<file path="config.mk">
export PLATFORM = sky130hd
export DESIGN_NAME = uart_tx_frame_ctrl
export DESIGN_NICKNAME = d
export VERILOG_FILES = /design/src/rtl/uart_tx_pkg.sv /design/src/rtl/uart_tx_serializer.sv /design/src/rtl/uart_tx_frame_ctrl.sv
export SDC_FILE = /design/constraint.sdc
export NUM_CORES = 1
export LEC_CHECK = 0
export BUFFER_PORTS_ARGS = -buffer_cell sky130_fd_sc_hd__clkbuf_2
export CAP_MARGIN = 0
export CORE_UTILIZATION = 45
export CTS_BUF_LIST = sky130_fd_sc_hd__clkbuf_8
export DETAILED_ROUTE_END_ITERATION = 8
export PLACE_DENSITY = 0.67
export RECOVER_POWER = 25
export SLEW_MARGIN = 30
export SYNTH_ARGS = -nofsm -noshare
export SYNTH_HDL_FRONTEND = slang
export SYNTH_SLANG_ARGS = --single-unit
</file>
<file path="constraint.sdc">
create_clock -name CLK -period 1.6 [get_ports CLK]
set_clock_uncertainty 0.05 [all_clocks]
set_input_delay 0 -clock CLK [delete_from_list [all_inputs] [get_ports CLK]]
set_output_delay 0 -clock CLK [all_outputs]
set_load 0.02 [all_outputs]
</file>
<file path="src/rtl/uart_tx_pkg.sv">
// Shared types and constants for the UART transmit path.
// Holds the TX frame state enum, the default data width and the serial line levels.
// Imported by the frame controller and its serializer.
package uart_tx_pkg;

  localparam int DEFAULT_DATA_WIDTH = 8;

  localparam logic LINE_IDLE = 1'b1;
  localparam logic START_BIT = 1'b0;
  localparam logic STOP_BIT  = 1'b1;

  typedef enum logic [2:0] {
    IDLE,
    START,
    DATA,
    PARITY,
    STOP
  } tx_state_e;

endpackage

</file>
<file path="src/rtl/uart_tx_serializer.sv">
// Shift register plus bit counter for the data portion of a UART frame.
// Ports: clk_i/rst_i, load_i (capture data_i and clear the counter), shift_en_i (one DATA cycle),
//        data_i, ser_bit_o (bit the line takes on the coming edge), ser_done_o (last data bit).
module uart_tx_serializer
  import uart_tx_pkg::*;
#(
  parameter int DATA_WIDTH = DEFAULT_DATA_WIDTH
) (
  input  logic                  clk_i,
  input  logic                  rst_i,
  input  logic                  load_i,
  input  logic                  shift_en_i,
  input  logic [DATA_WIDTH-1:0] data_i,
  output logic                  ser_bit_o,
  output logic                  ser_done_o
);

  localparam int CW = (DATA_WIDTH > 1) ? $clog2(DATA_WIDTH) : 1;

  logic [DATA_WIDTH-1:0] shift_q, shift_d;
  logic [CW-1:0]         cnt_q, cnt_d;

  always_comb begin
    shift_d = shift_q;
    cnt_d   = cnt_q;
    if (load_i) begin
      shift_d = data_i;
      cnt_d   = '0;
    end else if (shift_en_i) begin
      shift_d = {1'b0, shift_q[DATA_WIDTH-1:1]};
      cnt_d   = cnt_q + CW'(1);
    end
  end

  always_ff @(posedge clk_i or posedge rst_i) begin
    if (rst_i) begin
      shift_q <= '0;
      cnt_q   <= '0;
    end else begin
      shift_q <= shift_d;
      cnt_q   <= cnt_d;
    end
  end

  // The line is registered, so the controller needs the bit that will be
  // visible after the coming edge: during a DATA cycle the register is about
  // to shift, so that is shift_q[1]; before the first shift it is shift_q[0].
  assign ser_bit_o  = shift_en_i ? shift_q[1] : shift_q[0];
  assign ser_done_o = (cnt_q == CW'(DATA_WIDTH - 1));

endmodule

</file>
<file path="src/rtl/uart_tx_frame_ctrl.sv">
// UART TX frame controller: start bit, data LSB-first, optional parity, stop bit, one bit per CLK.
// Ports: CLK/RST (async, active-high), P_DATA/Data_Valid/PAR_EN accepted in IDLE only,
//        Par_Bit sampled entering PARITY; TX_OUT (registered, idles high), Busy (registered).
module uart_tx_frame_ctrl
  import uart_tx_pkg::*;
#(
  parameter int DATA_WIDTH = DEFAULT_DATA_WIDTH
) (
  input  logic                  CLK,
  input  logic                  RST,
  input  logic [DATA_WIDTH-1:0] P_DATA,
  input  logic                  Data_Valid,
  input  logic                  PAR_EN,
  input  logic                  Par_Bit,
  output logic                  TX_OUT,
  output logic                  Busy
);

  tx_state_e state_q, state_d;
  logic      tx_q, tx_d;
  logic      busy_q, busy_d;
  logic      par_en_q;
  logic      accept;
  logic      shift_en;
  logic      ser_bit;
  logic      ser_done;

  uart_tx_serializer #(
    .DATA_WIDTH(DATA_WIDTH)
  ) u_ser (
    .clk_i      (CLK),
    .rst_i      (RST),
    .load_i     (accept),
    .shift_en_i (shift_en),
    .data_i     (P_DATA),
    .ser_bit_o  (ser_bit),
    .ser_done_o (ser_done)
  );

  always_comb begin
    state_d  = state_q;
    accept   = 1'b0;
    shift_en = (state_q == DATA);
    tx_d     = LINE_IDLE;

    case (state_q)
      IDLE: begin
        if (Data_Valid) begin
          accept  = 1'b1;
          state_d = START;
        end
      end
      START:  state_d = DATA;
      DATA: begin
        if (ser_done) state_d = par_en_q ? PARITY : STOP;
      end
      PARITY: state_d = STOP;
      STOP:   state_d = IDLE;
      default: state_d = IDLE;
    endcase

    // Outputs are registered, so they are decoded from the state being entered.
    case (state_d)
      START:   tx_d = START_BIT;
      DATA:    tx_d = ser_bit;
      PARITY:  tx_d = Par_Bit;
      STOP:    tx_d = STOP_BIT;
      default: tx_d = LINE_IDLE;
    endcase

    busy_d = (state_d != IDLE);
  end

  always_ff @(posedge CLK or posedge RST) begin
    if (RST) begin
      state_q  <= IDLE;
      tx_q     <= LINE_IDLE;
      busy_q   <= 1'b0;
      par_en_q <= 1'b0;
    end else begin
      state_q <= state_d;
      tx_q    <= tx_d;
      busy_q  <= busy_d;
      if (accept) par_en_q <= PAR_EN;
    end
  end

  assign TX_OUT = tx_q;
  assign Busy   = busy_q;

endmodule
</file>
==> results of run 1 <==
==> area by class of cell <==
class | count | area, sq um | share of cell area [%]
tap | 25 | 31.3 | 2.89
clock buffer | 3 | 41.3 | 3.82
multi-input combinational | 41 | 363 | 33.6
sequential | 17 | 427 | 39.5
inverter | 2 | 7.51 | 0.694
clock inverter | 1 | 5.00 | 0.463
timing repair buffer | 29 | 206 | 19.1
==> state kept, by name, indices dropped and copies added (netlist names) <==
register,flops
Busy,1
u_ser.cnt_q,3
TX_OUT,1
state_q,3
par_en_q,1
u_ser.shift_q,8
==> final timing paths <==
kind	from	end	slack (ns)	depth (start not counted)
min reg2reg	u_ser.shift_q[3]	u_ser.shift_q[3]	0.44	1
min in group asynchronous	RST	u_ser.shift_q[6]	0.32	3
max reg2reg	state_q[0]	TX_OUT	0.12	4
max in group asynchronous	RST	state_q[1]	0.77	3
min	P_DATA[2]	u_ser.shift_q[2]	0.008	3
max	state_q[0]	TX_OUT	0.12	4
==> report_power, final <==
part | total (mW) | leakage, nW | internal, mW | switching (mW)
combinational | 0.797 | 0.302 | 0.445 | 0.353
clock | 0.310 | 0.0255 | 0.173 | 0.138
sequential | 0.779 | 0.211 | 0.637 | 0.142
total | 1.89 | 0.538 | 1.25 | 0.632
==> kinds of logic (layout without fill, tap and decap cells) <==
kind of cell / Yosys count / count (layout) / share of synthesized area, %
simple gates: 14 / 14 / 14.5
compound gates: 21 / 21 / 21.2
flops: 17 / 17 / 51.6
fa+ha+maj: 2 / 2 / 3.03
mux: 4 / 4 / 5.14
buf+inv: 5 / 35 / 4.54
==> critical path, stage by stage, from the launching register on <==
cell     delay (ns)
dfrtp_1        0.45
nor4b_4        0.40
buf_4          0.21
o32ai_1        0.09
a32oi_1        0.21
==> metrics by stage <==
step / cell area [sq um] / hold WS (ns) / utilization, % / total power, mW
global placement: 936 / 0.0358 / 54.2 / 1.56
detailed placement: 936 / 0.0416 / 54.2 / 1.57
CTS: 1080 / 0.00122 / 62.7 / 1.91
floorplan: 827 / -0.125 / - / 1.40
finish: 1080 / 0.00827 / 62.6 / 1.89
global route: 1080 / 0.0151 / 62.6 / 2.02
==> what timing repair did <==
action | CTS | global route
setup endpoints to repair | 0 | 0
hold endpoints to repair | 26 | 0
hold buffers | 10 | 0
==> layer usage <==
layer  wire length, um  up-vias  track usage [%]
met5                 0        -                0
met4                10        0             3.64
met3                56        3             7.20
met2               639        9             23.5
met1               683      271             21.9
li1                  -      295                -
==> cells in the final DEF, fill, tap and decap left out, types with 2 or more instances in the layout <==
master         count
dlygate4sd3_1     10
a22o_1             2
nand2_1            2
a22o_2             6
inv_1              2
a21o_1             5
dfrtp_1           16
clkbuf_8           3
o21ai_0            3
mux2i_1            2
buf_4              5
and2_1             2
clkbuf_2          13
ha_1               2
mux2_2             2
==> reports/summary.txt, run 1 <==
Status: finished clean
Dpl hpwl: 982 um
Area fraction of the dominant cell type after synthesis: 48.4%
Setup CP Type: flop to flop
Initial antenna violation count: 0
I/O pins: 15
HP Class: primary input to flop
CP required: 1.72 ns
Slew HR: 58.4%
Placed cells: 104
Tcrit/Tclk final: 92.6%
Setup_tns: 0 ns
Share of layout cells above drive strength 1: 38.7%
Most used flip-flop cell after synthesis: dfrtp_1
Die Height: 44.9 um
Worst IR Drop VDD: 928 uV
Starting Density: 47.9%
Peak Freq: 675 MHz
Post-synth top cells: dfrtp_1 (16), a22o_2 (6), a21o_1 (5), o21ai_0 (3)
CTS Buffer Depth: 2
CTS tree: yes
Drt first pass iters: 4
Yosys warnings: 0
Sequential fraction of the synthesis area: 51.6%
Routed vias/inst: 4.90
DR WL/cell: 11.8 um
PostCTS Resize Cnt: 0
Vias in the first global route: 519
Pwr dens: 1750 nW/um^2
Layout fillers: 144
FFs w/ async S/R, synth: 100%
Die Wd: 44.9 um
Syn_area_per_cell: 13.1 sq um
Synthesized Nets: 78
WP data arrival: 1.60 ns
Final WS setup: 0.119 ns
Clock sink count: 17
Area delta synth->final: 30.7%
Final min period: 1.48 ns
CTS clk-pin slew, worst paths: 0.06 ns
Root buf cell: clkbuf_8
Routed Antenna Nets: 0
Final Max Tran Viols: 0
Final hold violation count: 0
Post-Place Worst Slack: 0.131 ns
Non-Filler Instances: 118
IO buf count: 14
Layout net count: 109
Seq cells post-synth: 17
Worst Setup Start Kind: flop
Count leader, synth: dfrtp_1
Static Leakage: 0.538 nW
First-pass GRT wire length: 2240 um
Area contributors post-synth: dfrtp_1 (48%), a22o_2 (7.3%), a21o_1 (4.5%), dfstp_2 (3.2%), ha_1 (3.0%)
Largest net degree at the start of global routing: 18
Placement Rows: 15
Final Setup Violations: 0
Post-synth top area cell: dfrtp_1
DIE AREA: 2010 sq um
Unique masters post-synth: 29
Worst-Skew Late Latency: 0.25 ns
Core box area: 1730 sq um
GRT Overall Usage: 16.0%
H-tree levels: 1
Num CTS Buffers: 3
RSZ-0062 raised after global routing: no
Slew @ Worst Pin: 0.623 ns
Critical Path Fanout Max: 5
DR iter-0 viols: 3
RePlAce Congestion: 0.691
Via count: 578
Final WL: 1390 um
Cells after synthesis: 63
DRC errors left: 0
Setup Fix Bufs, Post-CTS: 0
Gr ovfl total: 0
Synth Cell Area: 827 sq um
Inserted Diodes: 0
EDFF count, synth: 0
CP endpoint kind: flop
Max cap viols: 0
No activity file was read; power rests on OpenSTA's default activity.
==> run 2, diff against run 1 <==
--- a/config.mk
+++ b/config.mk
@@ -7,6 +7,7 @@
 export LEC_CHECK = 0
 export BUFFER_PORTS_ARGS = -buffer_cell sky130_fd_sc_hd__clkbuf_2
 export CAP_MARGIN = 0
+export CORE_ASPECT_RATIO = 0.8
 export CORE_UTILIZATION = 45
 export CTS_BUF_LIST = sky130_fd_sc_hd__clkbuf_8
 export DETAILED_ROUTE_END_ITERATION = 8
==> constraint.sdc (replaced) <==
create_clock -name CLK -period 1.6 [get_ports CLK]
set_clock_uncertainty 0.05 [all_clocks]
set_input_delay 0 -clock CLK [delete_from_list [all_inputs] [get_ports CLK]]
set_output_delay 0 -clock CLK [all_outputs]
set_load 0.01 [all_outputs]
==> run 2 against run 1 <==
Maximum frequency decreased by 3.2%. Cell count unchanged. Hold slack improved by 0.0093 ns. Via count increased by 2.6%. Core utilization up 3.0 points. Die area hardly changed. Worst setup slack worse by 0.049 ns. Sequential power is 0.5% higher. Non-clock buffer count is 3 higher. Clock power grew 2%. Critical path type unchanged. Highest routed layer unchanged.
==> reports/summary.txt, run 2 (synthesis gave the netlist of run 1 again) <==
Setup CP Type: flop to flop
Static Leakage: 0.552 nW (+2.4%)
Reg with most FFs: u_ser.shift_q
Placement Rows: 13 (-2)
Area delta synth->final: 33.0%
Pwr dens: 1750 nW/um^2 (+0.37%)
Worst-Skew Late Latency: 0.25 ns (about the same)
RePlAce Congestion: 0.719 (+4.0%)
GRT Overall Usage: 18.1% (+2.1 points)
Root buf cell: clkbuf_8
Max reg flops: 8 (unchanged)
Critical Path Stages: 4 (unchanged)
Commonest non-fill, non-tap cells in the layout: dfrtp_1 (16), clkbuf_2 (12), dlygate4sd3_1 (11)
IO buf count: 14 (unchanged)
Setup_tns: 0 ns (unchanged)
HP Class: primary input to flop
Final WS setup: 0.0695 ns (-0.0495 ns)
Starting Density: 49.4% (+1.5 points)
RSZ-0062 raised after global routing: no
CTS Buffer Depth: 2 (unchanged)
Drt first pass iters: 4 (unchanged)
First-pass GRT wire length: 2460 um (+9.5%)
Largest net degree at the start of global routing: 18 (unchanged)
Layout net count: 112 (+2.8%)
Final hold violation count: 0 (unchanged)
Max cap viols: 0 (unchanged)
CP endpoint kind: flop
Worst IR Drop VDD: 956 uV (+3.0%)
I/O pins: 15 (unchanged)
Inserted Diodes: 0 (unchanged)
Num CTS Buffers: 3 (unchanged)
CP max-delay cell: dfrtp_1
Final WL: 1560 um (+12%)
Slowest Stage Delay on Critical Path: 0.46 ns (about the same)
DR iter-0 viols: 15 (+12)
Crit path max-delay family: flip-flops
CTS clk-pin slew, worst paths: 0.07 ns (about the same)
DR WL/cell: 13.2 um (+12%)
Tcrit/Tclk final: 95.7% (+3.1 points)
DRC errors left: 0 (unchanged)
Initial antenna violation count: 0 (unchanged)
Routed Antenna Nets: 0 (unchanged)
Biggest regs: u_ser.shift_q (8), state_q (3), u_ser.cnt_q (3)
Status: finished clean
Hold path depth: 3 (unchanged)
Cell Chain, Critical Path: nor4b_4 -> buf_4 -> o32ai_1 -> a32oi_1
WP data arrival: 1.65 ns (+0.05 ns)
CP required: 1.72 ns (about the same)
CTS tree: yes
Vias in the first global route: 515 (-0.77%)
H-tree levels: 1 (unchanged)
Die Wd: 49.9 um (+11%)
Worst Setup Start Kind: flop
CP bufs+invs: 1 (unchanged)
Final Util: 65.6% (+3.0 points)
Core box area: 1680 sq um (-3.0%)
Dpl hpwl: 1000 um (+2.0%)
Die Height: 40.3 um (-10%)
Peak Freq: 653 MHz (-3.2%)
Final Max Tran Viols: 0 (unchanged)
DIE AREA: 2010 sq um (about the same)
Via count: 593 (+2.6%)
Commonest non-fill, non-tap cell in the layout: dfrtp_1
Critical Path Fanout Max: 5 (unchanged)
Gr ovfl total: 0 (unchanged)
Post-Place Worst Slack: 0.0618 ns (-0.0696 ns)
Clock sink count: 17 (unchanged)
Routed vias/inst: 5.03 (+2.6%)
Slew @ Worst Pin: 0.641 ns (+0.0187 ns)
Slew HR: 57.2% (-1.3 points)
Reg2reg path depth: 4 (unchanged)
Share of layout cells above drive strength 1: 37.5% (-1.2 points)
Final Setup Violations: 0 (unchanged)
Final min period: 1.53 ns (+0.0495 ns)
run 2: cell count changes in the layout (fill, tap and decap cells not counted), sizes merged:
cell         before  now
buf               5    7
dlygate4sd3      10   11
clkinv            1    0
inv               2    3
run 2: layer usage:
layer	up-vias	GRT usage, %	share of wire, %
met5	-	0	0
met4	0	6.43	0.32
met3	2	7.95	4.9
met2	14	24.7	42
met1	276	25.2	53
li1	301	-	-
run 2: worst reg2reg max path, stage by stage (launching register included):
cell and delay (ns):
dfrtp_1 0.46, nor4b_4 0.41, buf_4 0.20, o32ai_1 0.09, a32oi_1 0.24
run 2: repair_timing:
action                                 4_1_cts  5_1_grt
setup buffers                                0        2
hold buffers                                11        0
setup endpoints to repair                    0        1
endpoints found under the hold margin       26        0
resized for setup                            0        0
run 2: cell type report:
| class | count | area, sq um |
|---|---|---|
| clock inverters | 1 | 3.75 |
| multi-input cells | 41 | 363 |
| flip-flops and latches | 17 | 427 |
| fillers | 147 | 576 |
| repair buffers | 32 | 230 |
| clock buffers | 3 | 41.3 |
| inverters | 2 | 7.51 |
| well taps | 22 | 27.5 |
run 2: path summary, 6_finish.rpt:
kind                                  start                to  slack [ns]
max                              state_q[0]            TX_OUT        0.07
min                               P_DATA[6]  u_ser.shift_q[6]        0.02
max reg2reg                      state_q[0]            TX_OUT        0.07
min reg2reg                u_ser.shift_q[4]  u_ser.shift_q[4]        0.43
max in group asynchronous               RST  u_ser.shift_q[5]        0.78
min in group asynchronous               RST    u_ser.cnt_q[2]        0.30
run 2: where the power goes:
part | switching (mW) | internal (mW)
sequential | 0.146 | 0.638
clock | 0.146 | 0.170
combinational | 0.360 | 0.467
total | 0.652 | 1.28
run 2: stage by stage:
step | hold slack [ns] | std cells | total power, mW | instance area [sq um]
2_1_floorplan | -0.125 | 63 | 1.38 | 827
3_3_place_gp | 0.0492 | 101 | 1.54 | 932
3_5_place_dp | 0.0478 | 101 | 1.56 | 932
4_1_cts | 0.00782 | 116 | 1.92 | 1090
5_1_grt | 0.0102 | 118 | 2.05 | 1100
6_report | 0.0176 | 118 | 1.93 | 1100
==> run 3, diff against run 2 <==
--- a/config.mk
+++ b/config.mk
@@ -7,13 +7,13 @@
 export LEC_CHECK = 0
 export BUFFER_PORTS_ARGS = -buffer_cell sky130_fd_sc_hd__clkbuf_2
 export CAP_MARGIN = 0
-export CORE_ASPECT_RATIO = 0.8
-export CORE_UTILIZATION = 45
+export CORE_UTILIZATION = 55
 export CTS_BUF_LIST = sky130_fd_sc_hd__clkbuf_8
 export DETAILED_ROUTE_END_ITERATION = 8
-export PLACE_DENSITY = 0.67
+export PLACE_DENSITY = 0.79
 export RECOVER_POWER = 25
 export SLEW_MARGIN = 30
 export SYNTH_ARGS = -nofsm -noshare
 export SYNTH_HDL_FRONTEND = slang
 export SYNTH_SLANG_ARGS = --single-unit
+export TNS_END_PERCENT = 1
==> run 3 against run 2 <==
Maximum frequency increased by 2.3%. First-iteration DRC count is 33% lower. Critical path depth unchanged. Cell count is 7.6% lower. Flip-flop and latch count is the same. Combinational power increased by 4.1%. Sequential power increased by 0.6%. Sequential share of layout area is 1.2 points higher. Die area down 17%. Core utilization is 13 points higher. Worst setup slack better by 0.034 ns. Clock power is 5% lower. Largest power group unchanged.
==> reports/summary.txt, run 3 (synthesis gave the netlist of run 1 again) <==
CP required: 1.72 ns (about the same)
Max reg flops: 8 (unchanged)
Num CTS Buffers: 3 (unchanged)
H-tree levels: 1 (unchanged)
Largest net degree at the start of global routing: 18 (unchanged)
Critical Path Stages: 4 (unchanged)
Cell Chain, Critical Path: nor4b_4 -> buf_4 -> o32ai_1 -> a32oi_1
CP endpoint kind: flop
RePlAce Congestion: 0.768 (+6.9%)
Layout net count: 110 (-1.8%)
Dpl hpwl: 1020 um (+1.5%)
Via count: 624 (+5.2%)
Reg with most FFs: u_ser.shift_q
Static Leakage: 0.548 nW (-0.67%)
CP bufs+invs: 1 (unchanged)
Vias in the first global route: 502 (-2.5%)
Crit path max-delay family: flip-flops
CP max-delay cell: dfrtp_1
DR WL/cell: 13.8 um (+4.8%)
CTS clk-pin slew, worst paths: 0.06 ns (about the same)
First-pass GRT wire length: 2080 um (-15%)
Worst Setup Start Kind: flop
CTS tree: yes
Final WL: 1510 um (-3.2%)
Pwr dens: 1830 nW/um^2 (+4.3%)
Slew HR: 60.3% (+3.1 points)
RSZ-0062 raised after global routing: no
Setup CP Type: flop to flop
Gr ovfl total: 0 (unchanged)
Commonest non-fill, non-tap cell in the layout: dfrtp_1
Final min period: 1.50 ns (-0.0345 ns)
Area delta synth->final: 29.0%
Placement Rows: 13 (unchanged)
Routed vias/inst: 5.72 (+14%)
Max cap viols: 0 (unchanged)
Inserted Diodes: 0 (unchanged)
Slew @ Worst Pin: 0.595 ns (-0.0461 ns)
Drt first pass iters: 4 (unchanged)
Final Max Tran Viols: 0 (unchanged)
Die Height: 40.8 um (+1.1%)
Status: finished clean
Peak Freq: 668 MHz (+2.3%)
Design Area, Final: 1070 sq um (-3.0%)
Commonest non-fill, non-tap cells in the layout: dfrtp_1 (16), clkbuf_2 (13), buf_4 (9)
HP Class: primary input to flop
Post-DP Area: 923 sq um (-0.94%)
Starting Density: 61.3% (+12 points)
Die Wd: 40.8 um (-18%)
Layout fillers: 85 (-42%)
GRT Overall Usage: 19.8% (+1.7 points)
DR iter-0 viols: 10 (-5)
Reg2reg path depth: 4 (unchanged)
Tcrit/Tclk final: 93.5% (-2.2 points)
Setup_tns: 0 ns (unchanged)
Routed Antenna Nets: 0 (unchanged)
Worst-Skew Late Latency: 0.25 ns (about the same)
Share of layout cells above drive strength 1: 41.5% (+4.0 points)
Core box area: 1350 sq um (-19%)
Initial antenna violation count: 0 (unchanged)
DRC errors left: 0 (unchanged)
Slowest Stage Delay on Critical Path: 0.44 ns (-0.02 ns)
Biggest regs: u_ser.shift_q (8), state_q (3), u_ser.cnt_q (3)
Worst IR Drop VDD: 993 uV (+3.9%)
I/O pins: 15 (unchanged)
Root buf cell: clkbuf_8
WP data arrival: 1.61 ns (-0.04 ns)
Hold path depth: 3 (unchanged)
Critical Path Fanout Max: 5 (unchanged)
Final Setup Violations: 0 (unchanged)
Clock sink count: 17 (unchanged)
Final hold violation count: 0 (unchanged)
CTS Buffer Depth: 2 (unchanged)
IO buf count: 14 (unchanged)
DIE AREA: 1660 sq um (-17%)
[run 3: cell types whose count changed in the layout (fill, tap and decap cells not counted), sizes merged]
| cell | delta |
|---|---|
| dlygate4sd3 | -4 |
| buf | +2 |
[run 3: final timing paths]
| path | start | endpoint | slack, ns |
|---|---|---|---|
| max in group asynchronous | RST | u_ser.shift_q[3] | 0.81 |
| max | state_q[1] | TX_OUT | 0.10 |
| min reg2reg | u_ser.shift_q[4] | u_ser.shift_q[4] | 0.43 |
| min | P_DATA[4] | u_ser.shift_q[4] | 0.005 |
| min in group asynchronous | RST | state_q[0] | 0.30 |
| max reg2reg | state_q[1] | TX_OUT | 0.10 |
[run 3: timing repair]
| action | 4_1_cts | 5_1_grt |
|---|---|---|
| hold buffers | 7 | 0 |
| endpoints found under the setup margin | 0 | 1 |
| endpoints found under the hold margin | 22 | 0 |
| resized for setup | 0 | 0 |
| setup buffers | 0 | 4 |
[run 3: layout make-up]
class / count / area [sq um] / area share (%)
inverters: 2 / 7.51 / 0.703
clock inverters: 1 / 3.75 / 0.352
repair buffers: 30 / 206 / 19.3
well taps: 15 / 18.8 / 1.76
multi-input cells: 41 / 363 / 34.0
flip-flops and latches: 17 / 427 / 40.0
clock buffers: 3 / 41.3 / 3.87
[run 3: layer usage]
metal | up-vias | GRT usage [%] | share of wire [%]
met5 | - | 0 | 0
met4 | 0 | 7.50 | 0.33
met3 | 2 | 4.89 | 2.6
met1 | 307 | 24.3 | 46
li1 | 301 | - | -
met2 | 14 | 33.3 | 51
[run 3: worst register-to-register path, delay by kind of cell (launching register included)]
kind,cells,cell delay (ns)
AND/OR/NAND/NOR,1,0.43
flip-flops,1,0.44
AO/OA/AOI/OAI,2,0.29
buffers and inverters,1,0.21
[run 3: where the power goes]
group | internal, mW | switching, mW | leakage (nW)
Sequential | 0.638 | 0.151 | 0.211
Clock | 0.170 | 0.131 | 0.0269
Combinational | 0.500 | 0.361 | 0.310
Total | 1.31 | 0.642 | 0.548
[run 3: per-stage QoR]
| stage | hold WS [ns] | setup WS, ns | utilization, % | power [mW] | std cells |
|---|---|---|---|---|---|
| finish | 0.00545 | 0.104 | 79.1 | 1.95 | 109 |
| global placement | 0.0332 | 0.137 | 68.4 | 1.53 | 94 |
| detailed placement | 0.0243 | 0.131 | 68.4 | 1.56 | 94 |
| global route | 0.0132 | 0.0393 | 79.1 | 2.08 | 109 |
| CTS | 0.000649 | 0.0994 | 76.9 | 1.88 | 105 |
| floorplan | -0.125 | 0.101 | - | 1.38 | 63 |
